[config.mk]
export PLATFORM = sky130hd
export DESIGN_NAME = operand_ramp_gen_flat
export DESIGN_NICKNAME = d
export VERILOG_FILES = /design/src/rtl/operand_ramp_if.sv /design/src/rtl/operand_ramp_gen.sv /design/src/flat_wrapper.sv
export SDC_FILE = /design/constraint.sdc
export NUM_CORES = 1
export LEC_CHECK = 0
export ABC_CLOCK_PERIOD_IN_PS = 13100
export CORE_UTILIZATION = 45
export DETAILED_ROUTE_END_ITERATION = 10
export GPL_TIMING_DRIVEN = 0
export PLACE_DENSITY_LB_ADDON = 0.05
export SETUP_SLACK_MARGIN = 0.05
export SYNTH_ARGS = -nofsm -noshare
export SYNTH_HDL_FRONTEND = slang
export SYNTH_SLANG_ARGS = --single-unit
[constraint.sdc]
create_clock -name clk -period 13.1 [get_ports clk]
set_clock_uncertainty 0.2 [all_clocks]
set_input_delay 2.62 -clock clk [delete_from_list [all_inputs] [get_ports clk]]
set_output_delay 2.62 -clock clk [all_outputs]
set_load 0.02 [all_outputs]
[src/rtl/operand_ramp_if.sv]
// Bus between the ramp generator, its command source and the adder operand sink.
// Valid/ready: a transfer happens on a rising edge where valid && ready. The sender holds valid and payload stable until that edge. Ready may change at any time.
interface operand_ramp_if #(parameter int CNT_W = 16);
  logic             cmd_valid;
  logic             cmd_ready;
  logic [31:0]      cmd_a_start;
  logic [31:0]      cmd_a_step;
  logic [31:0]      cmd_b_start;
  logic [31:0]      cmd_b_step;
  logic [CNT_W-1:0] cmd_count;
  logic             out_valid;
  logic             out_ready;
  logic [31:0]      out_a;
  logic [31:0]      out_b;
  logic             seg_done;
  logic             busy;

  modport master (
    output cmd_valid, cmd_a_start, cmd_a_step, cmd_b_start, cmd_b_step, cmd_count, out_ready,
    input  cmd_ready, out_valid, out_a, out_b, seg_done, busy
  );

  modport slave (
    input  cmd_valid, cmd_a_start, cmd_a_step, cmd_b_start, cmd_b_step, cmd_count, out_ready,
    output cmd_ready, out_valid, out_a, out_b, seg_done, busy
  );
endinterface

[src/rtl/operand_ramp_gen.sv]
// Segment-queued linear ramp generator feeding the a/b operands of the 32-bit sum adder.
// Each queued command emits count pairs (start + k*step), with back-to-back segments chained without bubbles.
module operand_ramp_gen #(
  parameter int CMD_DEPTH = 2,
  parameter int CNT_W     = 16
) (
  input  logic          clk,
  input  logic          reset,
  operand_ramp_if.slave bus,
  output logic [1:0]    dbg_state_o
);
  localparam int PTR_W = (CMD_DEPTH > 1) ? $clog2(CMD_DEPTH) : 1;
  localparam int OCC_W = PTR_W + 1;

  typedef struct packed {
    logic [31:0]      a_start;
    logic [31:0]      a_step;
    logic [31:0]      b_start;
    logic [31:0]      b_step;
    logic [CNT_W-1:0] count;
  } cmd_t;

  typedef enum logic [1:0] {S_IDLE = 2'd0, S_PRIME = 2'd1, S_RUN = 2'd2} state_t;

  cmd_t             mem_q [CMD_DEPTH];
  cmd_t             head;
  cmd_t             push_cmd;
  logic [PTR_W-1:0] wr_ptr_q, rd_ptr_q;
  logic [OCC_W-1:0] occ_q, occ_d;
  state_t           state_q, state_d;
  logic [31:0]      a_q, b_q, a_step_q, b_step_q;
  logic [CNT_W-1:0] rem_q;
  logic             out_valid_q, seg_done_q, busy_q, busy_d;
  logic             push, pop, beat, last_beat, head_ok;

  assign push_cmd  = {bus.cmd_a_start, bus.cmd_a_step, bus.cmd_b_start, bus.cmd_b_step, bus.cmd_count};
  assign head      = mem_q[rd_ptr_q];
  assign head_ok   = (occ_q != '0);
  assign bus.cmd_ready = (occ_q != OCC_W'(CMD_DEPTH));
  assign push      = bus.cmd_valid && bus.cmd_ready;
  assign beat      = (state_q == S_RUN) && out_valid_q && bus.out_ready;
  assign last_beat = beat && (rem_q == CNT_W'(1));

  // A zero-count head is never chained from RUN; it goes through IDLE so its seg_done gets its own cycle.
  always_comb begin
    pop     = 1'b0;
    state_d = state_q;
    unique case (state_q)
      S_IDLE: begin
        if (head_ok) begin
          pop = 1'b1;
          if (head.count != '0) state_d = S_PRIME;
        end
      end
      S_PRIME: state_d = S_RUN;
      S_RUN: begin
        if (last_beat) begin
          if (head_ok && (head.count != '0)) pop = 1'b1;
          else                               state_d = S_IDLE;
        end
      end
      default: state_d = S_IDLE;
    endcase
    occ_d  = occ_q + OCC_W'(push) - OCC_W'(pop);
    busy_d = (state_d != S_IDLE) || (occ_d != '0);
  end

  always_ff @(posedge clk) begin
    if (push) mem_q[wr_ptr_q] <= push_cmd;
  end

  always_ff @(posedge clk) begin
    if (reset) begin
      state_q     <= S_IDLE;
      wr_ptr_q    <= '0;
      rd_ptr_q    <= '0;
      occ_q       <= '0;
      a_q         <= '0;
      b_q         <= '0;
      a_step_q    <= '0;
      b_step_q    <= '0;
      rem_q       <= '0;
      out_valid_q <= 1'b0;
      seg_done_q  <= 1'b0;
      busy_q      <= 1'b0;
    end else begin
      state_q    <= state_d;
      occ_q      <= occ_d;
      busy_q     <= busy_d;
      seg_done_q <= 1'b0;
      if (push) wr_ptr_q <= wr_ptr_q + PTR_W'(1);
      if (pop)  rd_ptr_q <= rd_ptr_q + PTR_W'(1);
      unique case (state_q)
        S_IDLE: begin
          if (pop) begin
            if (head.count == '0) begin
              seg_done_q <= 1'b1;
            end else begin
              a_q      <= head.a_start;
              b_q      <= head.b_start;
              a_step_q <= head.a_step;
              b_step_q <= head.b_step;
              rem_q    <= head.count;
            end
          end
        end
        S_PRIME: out_valid_q <= 1'b1;
        S_RUN: begin
          if (last_beat) begin
            seg_done_q <= 1'b1;
            if (pop) begin
              a_q      <= head.a_start;
              b_q      <= head.b_start;
              a_step_q <= head.a_step;
              b_step_q <= head.b_step;
              rem_q    <= head.count;
            end else begin
              out_valid_q <= 1'b0;
            end
          end else if (beat) begin
            a_q   <= a_q + a_step_q;
            b_q   <= b_q + b_step_q;
            rem_q <= rem_q - CNT_W'(1);
          end
        end
        default: out_valid_q <= 1'b0;
      endcase
    end
  end

  assign bus.out_valid = out_valid_q;
  assign bus.out_a     = a_q;
  assign bus.out_b     = b_q;
  assign bus.seg_done  = seg_done_q;
  assign bus.busy      = busy_q;
  assign dbg_state_o   = state_q;
endmodule

[src/flat_wrapper.sv]
// flat-port wrapper written by rule: the top's interface ports become plain ports
module operand_ramp_gen_flat 
#(
  parameter int CMD_DEPTH = 2,
  parameter int CNT_W     = 16
)
  (clk, reset, dbg_state_o, bus_cmd_valid, bus_cmd_a_start, bus_cmd_a_step, bus_cmd_b_start, bus_cmd_b_step, bus_cmd_count, bus_out_ready, bus_cmd_ready, bus_out_valid, bus_out_a, bus_out_b, bus_seg_done, bus_busy);
  operand_ramp_if #(.CNT_W(CNT_W)) bus_i ();
  input  logic clk;
  input  logic reset;
  output logic [1:0] dbg_state_o;
  input wire logic [$bits(bus_i.cmd_valid)-1:0] bus_cmd_valid;
  input wire logic [$bits(bus_i.cmd_a_start)-1:0] bus_cmd_a_start;
  input wire logic [$bits(bus_i.cmd_a_step)-1:0] bus_cmd_a_step;
  input wire logic [$bits(bus_i.cmd_b_start)-1:0] bus_cmd_b_start;
  input wire logic [$bits(bus_i.cmd_b_step)-1:0] bus_cmd_b_step;
  input wire logic [$bits(bus_i.cmd_count)-1:0] bus_cmd_count;
  input wire logic [$bits(bus_i.out_ready)-1:0] bus_out_ready;
  output wire logic [$bits(bus_i.cmd_ready)-1:0] bus_cmd_ready;
  output wire logic [$bits(bus_i.out_valid)-1:0] bus_out_valid;
  output wire logic [$bits(bus_i.out_a)-1:0] bus_out_a;
  output wire logic [$bits(bus_i.out_b)-1:0] bus_out_b;
  output wire logic [$bits(bus_i.seg_done)-1:0] bus_seg_done;
  output wire logic [$bits(bus_i.busy)-1:0] bus_busy;
  assign bus_i.cmd_valid = bus_cmd_valid;
  assign bus_i.cmd_a_start = bus_cmd_a_start;
  assign bus_i.cmd_a_step = bus_cmd_a_step;
  assign bus_i.cmd_b_start = bus_cmd_b_start;
  assign bus_i.cmd_b_step = bus_cmd_b_step;
  assign bus_i.cmd_count = bus_cmd_count;
  assign bus_i.out_ready = bus_out_ready;
  assign bus_cmd_ready = bus_i.cmd_ready;
  assign bus_out_valid = bus_i.out_valid;
  assign bus_out_a = bus_i.out_a;
  assign bus_out_b = bus_i.out_b;
  assign bus_seg_done = bus_i.seg_done;
  assign bus_busy = bus_i.busy;
  operand_ramp_gen #(.CMD_DEPTH(CMD_DEPTH), .CNT_W(CNT_W)) u_core (.clk(clk), .reset(reset), .bus(bus_i), .dbg_state_o(dbg_state_o));
endmodule
Word-level counts from Yosys, hierarchy flattened
Memories as Yosys holds them, arrays and structs flattened. A register that Yosys moved wholly into a read port is not among the register bits.
Cells that the tools add are included.

word-level totals
  bits in writable memories = 288
  bits in registers = 153
  memories = 1
  logic and storage cells = 96
  output and inout port bits = 70
  bits in latches = 0
  bits of input ports = 148
  bits in read-only memories = 0

operators by class
  div/mod/pow operators = 0
  shifts and indexed selects = 0
  bitwise operators = 1
  reduce and logical (&&, ||, !) cells = 16
  order comparisons = 0
  equal/unequal tests = 11
  $add $sub $neg = 7
  muxes and demuxes = 48
  $mul = 0

memory list
  name          words  bits a word  rd ports  clocked after Yosys merged registers in  write ports  RTL line                RTL
  u_core.mem_q  2      144          1         1                                        1            operand_ramp_gen.sv:25  cmd_t mem_q [CMD_DEPTH];

operator list
  operator                                                count
  2-to-1 mux 32 bit                                       18
  one-hot mux 32 bit (2 select lines)                     4
  2-to-1 mux 16 bit                                       5
  adder 32 bit                                            2
  one-hot mux 16 bit (2 select lines)                     1
  == test 16 x 1 -> 1 bit (second input constant)         1
  logical NOT 16 bit                                      1
  nonzero test 16 bit                                     1
  subtractor 16 x 1 -> 16 bit (second input constant)     1
  2-to-1 mux 1 bit                                        12
  AND reduction 5 bit                                     2
  2-to-1 mux 2 bit                                        4
  nonzero test 2 bit                                      4
  inequality test 2 x 1 -> 1 bit (second input constant)  3
  inequality test 2 bit (second input constant)           3
  one-hot mux 2 bit (3 select lines)                      1
  logical AND 1 bit                                       5
  one-hot mux 1 bit (2 select lines)                      2
  inequality test 3 x 1 -> 1 bit (second input constant)  1
  inequality test 3 x 2 -> 1 bit (second input constant)  1
  one-hot mux 1 bit (3 select lines)                      1
  AND reduction 3 bit                                     1
  adder 1 bit (second input constant)                     2
  adder 2 x 1 -> 2 bit                                    1
  6 further kinds                                         6

Longest topological paths before layout
  depth in word-level cells = 9
  depth in mapped cells = 13
  depth with buffers taken out = 13

Least setup slack after synthesis
OpenSTA, ideal clock, no wires.

  kind = input to register
  start point = input port bus_cmd_valid
  end point = memory u_core.mem_q[0][0] in the netlist's numbering, enable pin
  stages on the path = 2
  buffers on the path = 0
  arrival = 8692 ps
  setup time = 649 ps
  slack = 3559 ps
  data required time = 12251 ps
  path through = nand2_1 > nor2_1

between the ends
  cells in the longest elaborated chain, start to end = 3

RTL lines
  item                                    RTL line                RTL
  start, declared                         flat_wrapper.sv:12      input wire logic [$bits(bus_i.cmd_valid)-1:0] bus_cmd_valid;
  logical AND 1 bit                       operand_ramp_gen.sv:40  assign push = bus.cmd_valid && bus.cmd_ready;
  2-to-1 mux 1 bit                        operand_ramp_gen.sv:69  if (push) mem_q[wr_ptr_q] <= push_cmd;
  2-to-1 mux 1 bit (not written as such)  operand_ramp_gen.sv:69
  end, declared                           operand_ramp_gen.sv:25

No other way between the ends.

Worst setup path after layout
  start point = input port bus_out_ready
  end point = register u_core.b_q[27], in the netlist u_core.bus.out_b[27]

between the ends
  cells in the longest elaborated chain, start to end = 6
  elaborated cells on any way between the ends = 10
  classes of those cells = 3 x eq/ne; 4 x mux; 3 x reduce/logical

RTL lines
  item                                                                                               RTL line                 RTL
  start, declared                                                                                    flat_wrapper.sv:18       input wire logic [$bits(bus_i.out_ready)-1:0] bus_out_ready;
  logical AND 1 bit *                                                                                operand_ramp_gen.sv:41   assign beat = (state_q == S_RUN) && out_valid_q && bus.out_ready;
  logical AND 1 bit                                                                                  operand_ramp_gen.sv:42   assign last_beat = beat && (rem_q == CNT_W'(1));
  2-to-1 mux 1 bit                                                                                   operand_ramp_gen.sv:57   if (last_beat) begin
  one-hot mux 1 bit (2 select lines)                                                                 operand_ramp_gen.sv:48   unique case (state_q)
  inequality test 3 x 2 -> 1 bit (no source line) or inequality test 2 x 1 -> 1 bit (tied branches)  n/a
  AND reduction 5 bit (no source line)                                                               n/a
  end signal, assigned                                                                               operand_ramp_gen.sv:100  b_q <= head.b_start;
  end signal, assigned                                                                               operand_ramp_gen.sv:113  b_q <= head.b_start;
  end signal, assigned                                                                               operand_ramp_gen.sv:122  b_q <= b_q + b_step_q;
  end, declared                                                                                      operand_ramp_gen.sv:31   logic [31:0] a_q, b_q, a_step_q, b_step_q;

Mark *: on every way between the ends. The rest lies on a longest branch, timed or not.
A chain may end at the register's enable or synchronous reset.

==> results by stage <==
Clocking:
- The clock root buffer is clkbuf_16.
- The number of buffers on the longest clock path is 3.
- Clock latency on the worst-skew pair, taken at its later pin, is 580 ps.
- The total clock buffers created by CTS is 47.
- In this run, post-CTS hold repair placed 0 buffers.
- After clock tree synthesis, the clock-pin slew on the worst setup and hold paths is 60 ps.
- The level count of the clock H-tree is 2.
- Buffers added to address setup during post-CTS repair amount to 0.
- The clock tree from TritonCTS is built.
- The clock sink count is 442.
- The number of gates resized after cts is 0.

Synthesis:
- Summing every instance area after synthesis gives 0.0199 mm².
- The Yosys warning count is 0.
- The post-synthesis cell type with the largest combined area is edfxtp_1.
- The synthesized netlist contains 78 unique library cells.
- The synthesized instance count is 1698.
- Counting flops with an async set or reset pin after synthesis yields a share of 0.
- The post-synthesis sequential area ratio is 0.588.
- By area the synthesized netlist is led by edfxtp_1 (43%), dfxtp_1 (15%), mux2i_1 (6.9%).
- When the netlist entered floorplanning its net count stood at 1914.
- The commonest register cell after synthesis is edfxtp_1.
- In this run, synthesis produced a sequential element count of 442.
- In this run the mean area of a mapped cell was 11.7 µm².
- The share of synthesized area in the top cell type comes to 0.434.
- The number of flops mapped to enable cells by yosys is 288.

Worst setup path:
- Along the worst path, the maximum fanout reaches 10.
- The worst register-to-register path begins at u_core.bus.out_b[0]$_SDFFE_PP0P_.
- The critical path launch point type is a primary input.
- Data arrives at the worst endpoint at 5640 ps.
- The setup check on the worst reg-to-reg path leaves a slack of 9650 ps.
- At the worst endpoint, the required time is 13390 ps.
- The kind of critical path is in -> reg.
- The worst register-to-register path ends at u_core.bus.out_b[30]$_SDFFE_PP0P_.
- The type of element capturing the critical path is a flip-flop.
- Measured in cells, the most critical reg-to-reg path has a length of 12.

STA:
- At the pin with the least slew margin, the transition time is 1460 ps.
- In the finished design, the share of the clock period the worst path needs comes to 0.408.
- The final worst slack is 7750 ps.
- The worst hold slack is 280 ps.
- Headroom to the max-slew limit came out at 0.0265.
- The clock period could shrink to 5350 ps.
- The number of hold violations in the final report is 0.
- The number of setup violations in the final report is 0.
- Derived from the worst setup path, the maximum achievable clock frequency is 0.187 GHz.
- The number of pins with negative max-slew slack in the final report is 0.
- Setup repair after global routing left no endpoint under its margin.

Outcome:
- The run finished with clean final reports.

Routing:
- Summing over every cut layer, the via total after detailed routing is 14600.
- Dividing the detail-routed via count by the number of cells gives 5.63.
- The number of nets still failing antenna checks after routing is 0.
- The detailed-route wire length is 58800 µm.
- The average wire length per cell after detail routing is 22.7 µm.
- The number of detailed-route iterations in the first pass is 7.
- For this run, design rule violations remaining after detail routing come to 0.
- The initial DRC count is 888.

Finish:
- In the final layout, the multi-input gates occupy 0.00768 mm².
- In the layout the commonest cells are edfxtp_1 (288), clkdlybuf4s50_1 (216), dfxtp_1 (154), nor2_1 (147), mux2i_1 (138).
- The net count of the finished layout is 2187.
- For this run, the share of the core covered by cells in the final layout is 0.569.
- The share of post-route cells with drive strength above 1 is 0.0791.
- Fill cells in the final layout number 3750.
- The area growth from synthesis to layout is 23.7%.
- Registers take 0.0117 mm².
- The repair_antennas step left the layout with diodes totalling 0.
- The most common cell after layout, fill and taps aside is edfxtp_1.

Placement:
- During placement, the flow inserted port buffers numbering 216.
- The congestion estimate from routability-driven global placement came to 0.895.
- After legalization and detailed placement, the total HPWL measured 43100 µm.
- At the placement stage, the worst setup path has a slack of 7220 ps.

Power and ir drop:
- The cell leakage power is 9.00 nW.
- The cell area power density is 243 mW/mm².
- Across the VDD grid, the largest voltage drop is 0.123 mV.
- The total chip power is 6.00 mW.

Floorplanning:
- The core region is 0.0434 mm².
- From left edge to right edge, the die measures 213 µm.
- During I/O placement, the number of pins put on the boundary was 218.
- The total die area is 0.0452 mm².
- The die height is 213 µm.
- The initial cell density of the core is 0.460.
- After floorplanning, the core was divided into 76 placement rows.

Global route:
- The met3 usage in global routing is 0.0473.
- The number of global-route vias before repair is 14200.
- The global-route wire length before repair is 86400 µm.
- The global routing usage on met1 is 0.360.
- The busiest layer in global routing is met2.
- The met2 demand-to-capacity share in global routing is 0.417.
- The maximum number of pins on one net before global-route repair is 43.
- The overall global routing resource usage is 0.261.
- The number of antenna violations at the first check in global routing is 1.
- Global routing finished with a remaining overflow of 0.

Min path:
- The worst-case hold path end point is u_core.bus.out_a[13]$_SDFFE_PP0P_.
- In this run the most critical hold path is launched from u_core.bus.out_a[13]$_SDFFE_PP0P_.
- Counting instances, the worst hold path has a depth of 2.
- The worst hold path belongs to the class reg -> reg.

Job:
- The number of violations of the max-capacitance limit is 0.
-- through the flow --
step | setup TNS [ps] | instance area (µm²) | instances
floorplan | 0 | 19900 | 1698
global placement | -143000 | 22800 | 2499
detailed placement | 0 | 23000 | 2507
CTS | 0 | 24700 | 2594
global route | 0 | 24700 | 2594
finish | 0 | 24700 | 2594
-- synth_stat cells, drive strengths merged (11+ instances only) --
cell type,number
nand2,128
xor2,17
edfxtp,288
ha,66
nand4,14
o211ai,37
nand2b,11
nor2b,14
nor2,151
inv,33
a21oi,137
buf,45
nand3,12
a21o,30
mux2i,138
nor3,38
a31oi,12
clkbuf,47
dfxtp,154
a211oi,83
nor4,13
o21ai,78
xnor2,37
-- cells by family after synthesis --
group,Yosys count,share of synthesized area
adder cells (fa/ha/maj),68,0.0434
buffers and inverters,126,0.0274
flip-flops,442,0.588
AO/OA/AOI/OAI,443,0.148
multiplexers,145,0.0732
AND/OR/NAND/NOR,420,0.0965
XOR/XNOR,54,0.0237
-- sequential cells by signal, indices dropped and copies added (netlist names), named ones only --
signal / count
u_core.a_step_q: 32
u_core.bus.out_b: 32
u_core.mem_q: 288
u_core.bus.out_a: 32
u_core.dbg_state_o: 2
u_core.occ_q: 2
u_core.rem_q: 16
u_core.bus.out_valid: 1
u_core.b_step_q: 32
u_core.wr_ptr_q: 1
u_core.bus.seg_done: 1
u_core.rd_ptr_q: 1
u_core.bus.busy: 1
-- per-layer routing --
| metal | vias up | wire [µm] |
|---|---|---|
| met5 | - | 0 |
| met4 | 0 | 1380 |
| met3 | 72 | 3470 |
| met2 | 420 | 27300 |
| met1 | 7170 | 26600 |
| li1 | 6932 | - |
-- worst max-delay path: stages --
cell and delay (ps):
clkdlybuf4s50_1 450, and4b_1 250, nand4_1 170, nor4_4 90, nor3_1 310, buf_2 360
buf_1 630, nand2_1 460, o22ai_1 280
-- how the worst max path moves through the flow --
stage	endpoint	from	cells after the start	slack, ps
2_1_floorplan	u_core.mem_q[0][0]$_DFFE_PP_	bus_cmd_valid	2	3560
5_1_grt	u_core.bus.out_a[28]$_SDFFE_PP0P_	bus_out_ready	9	7630
3_5_place_dp	u_core.bus.out_b[27]$_SDFFE_PP0P_	bus_out_ready	9	7220
4_1_cts	u_core.bus.out_b[27]$_SDFFE_PP0P_	bus_out_ready	9	7810
3_3_place_gp	u_core.mem_q[0][90]$_DFFE_PP_	bus_cmd_valid	3	-1010
6_report	u_core.bus.out_b[27]$_SDFFE_PP0P_	bus_out_ready	9	7750
-- cell type report --
cell class / count / share of cell area
clock buffers: 59 / 0.0537
plain buffers: 92 / 0.0169
well taps: 585 / 0.0297
clock inverters: 28 / 0.0126
flip-flops and latches: 442 / 0.476
inverters: 34 / 0.00518
repair buffers: 224 / 0.0948
multi-input cells: 1130 / 0.311
-- where the power goes --
group	total (mW)	switching [mW]	internal, mW
sequential	2.07	0.228	1.84
clock	1.40	0.551	0.852
combinational	2.53	1.57	0.959
Note: power is estimated with default switching activity, not from simulation.
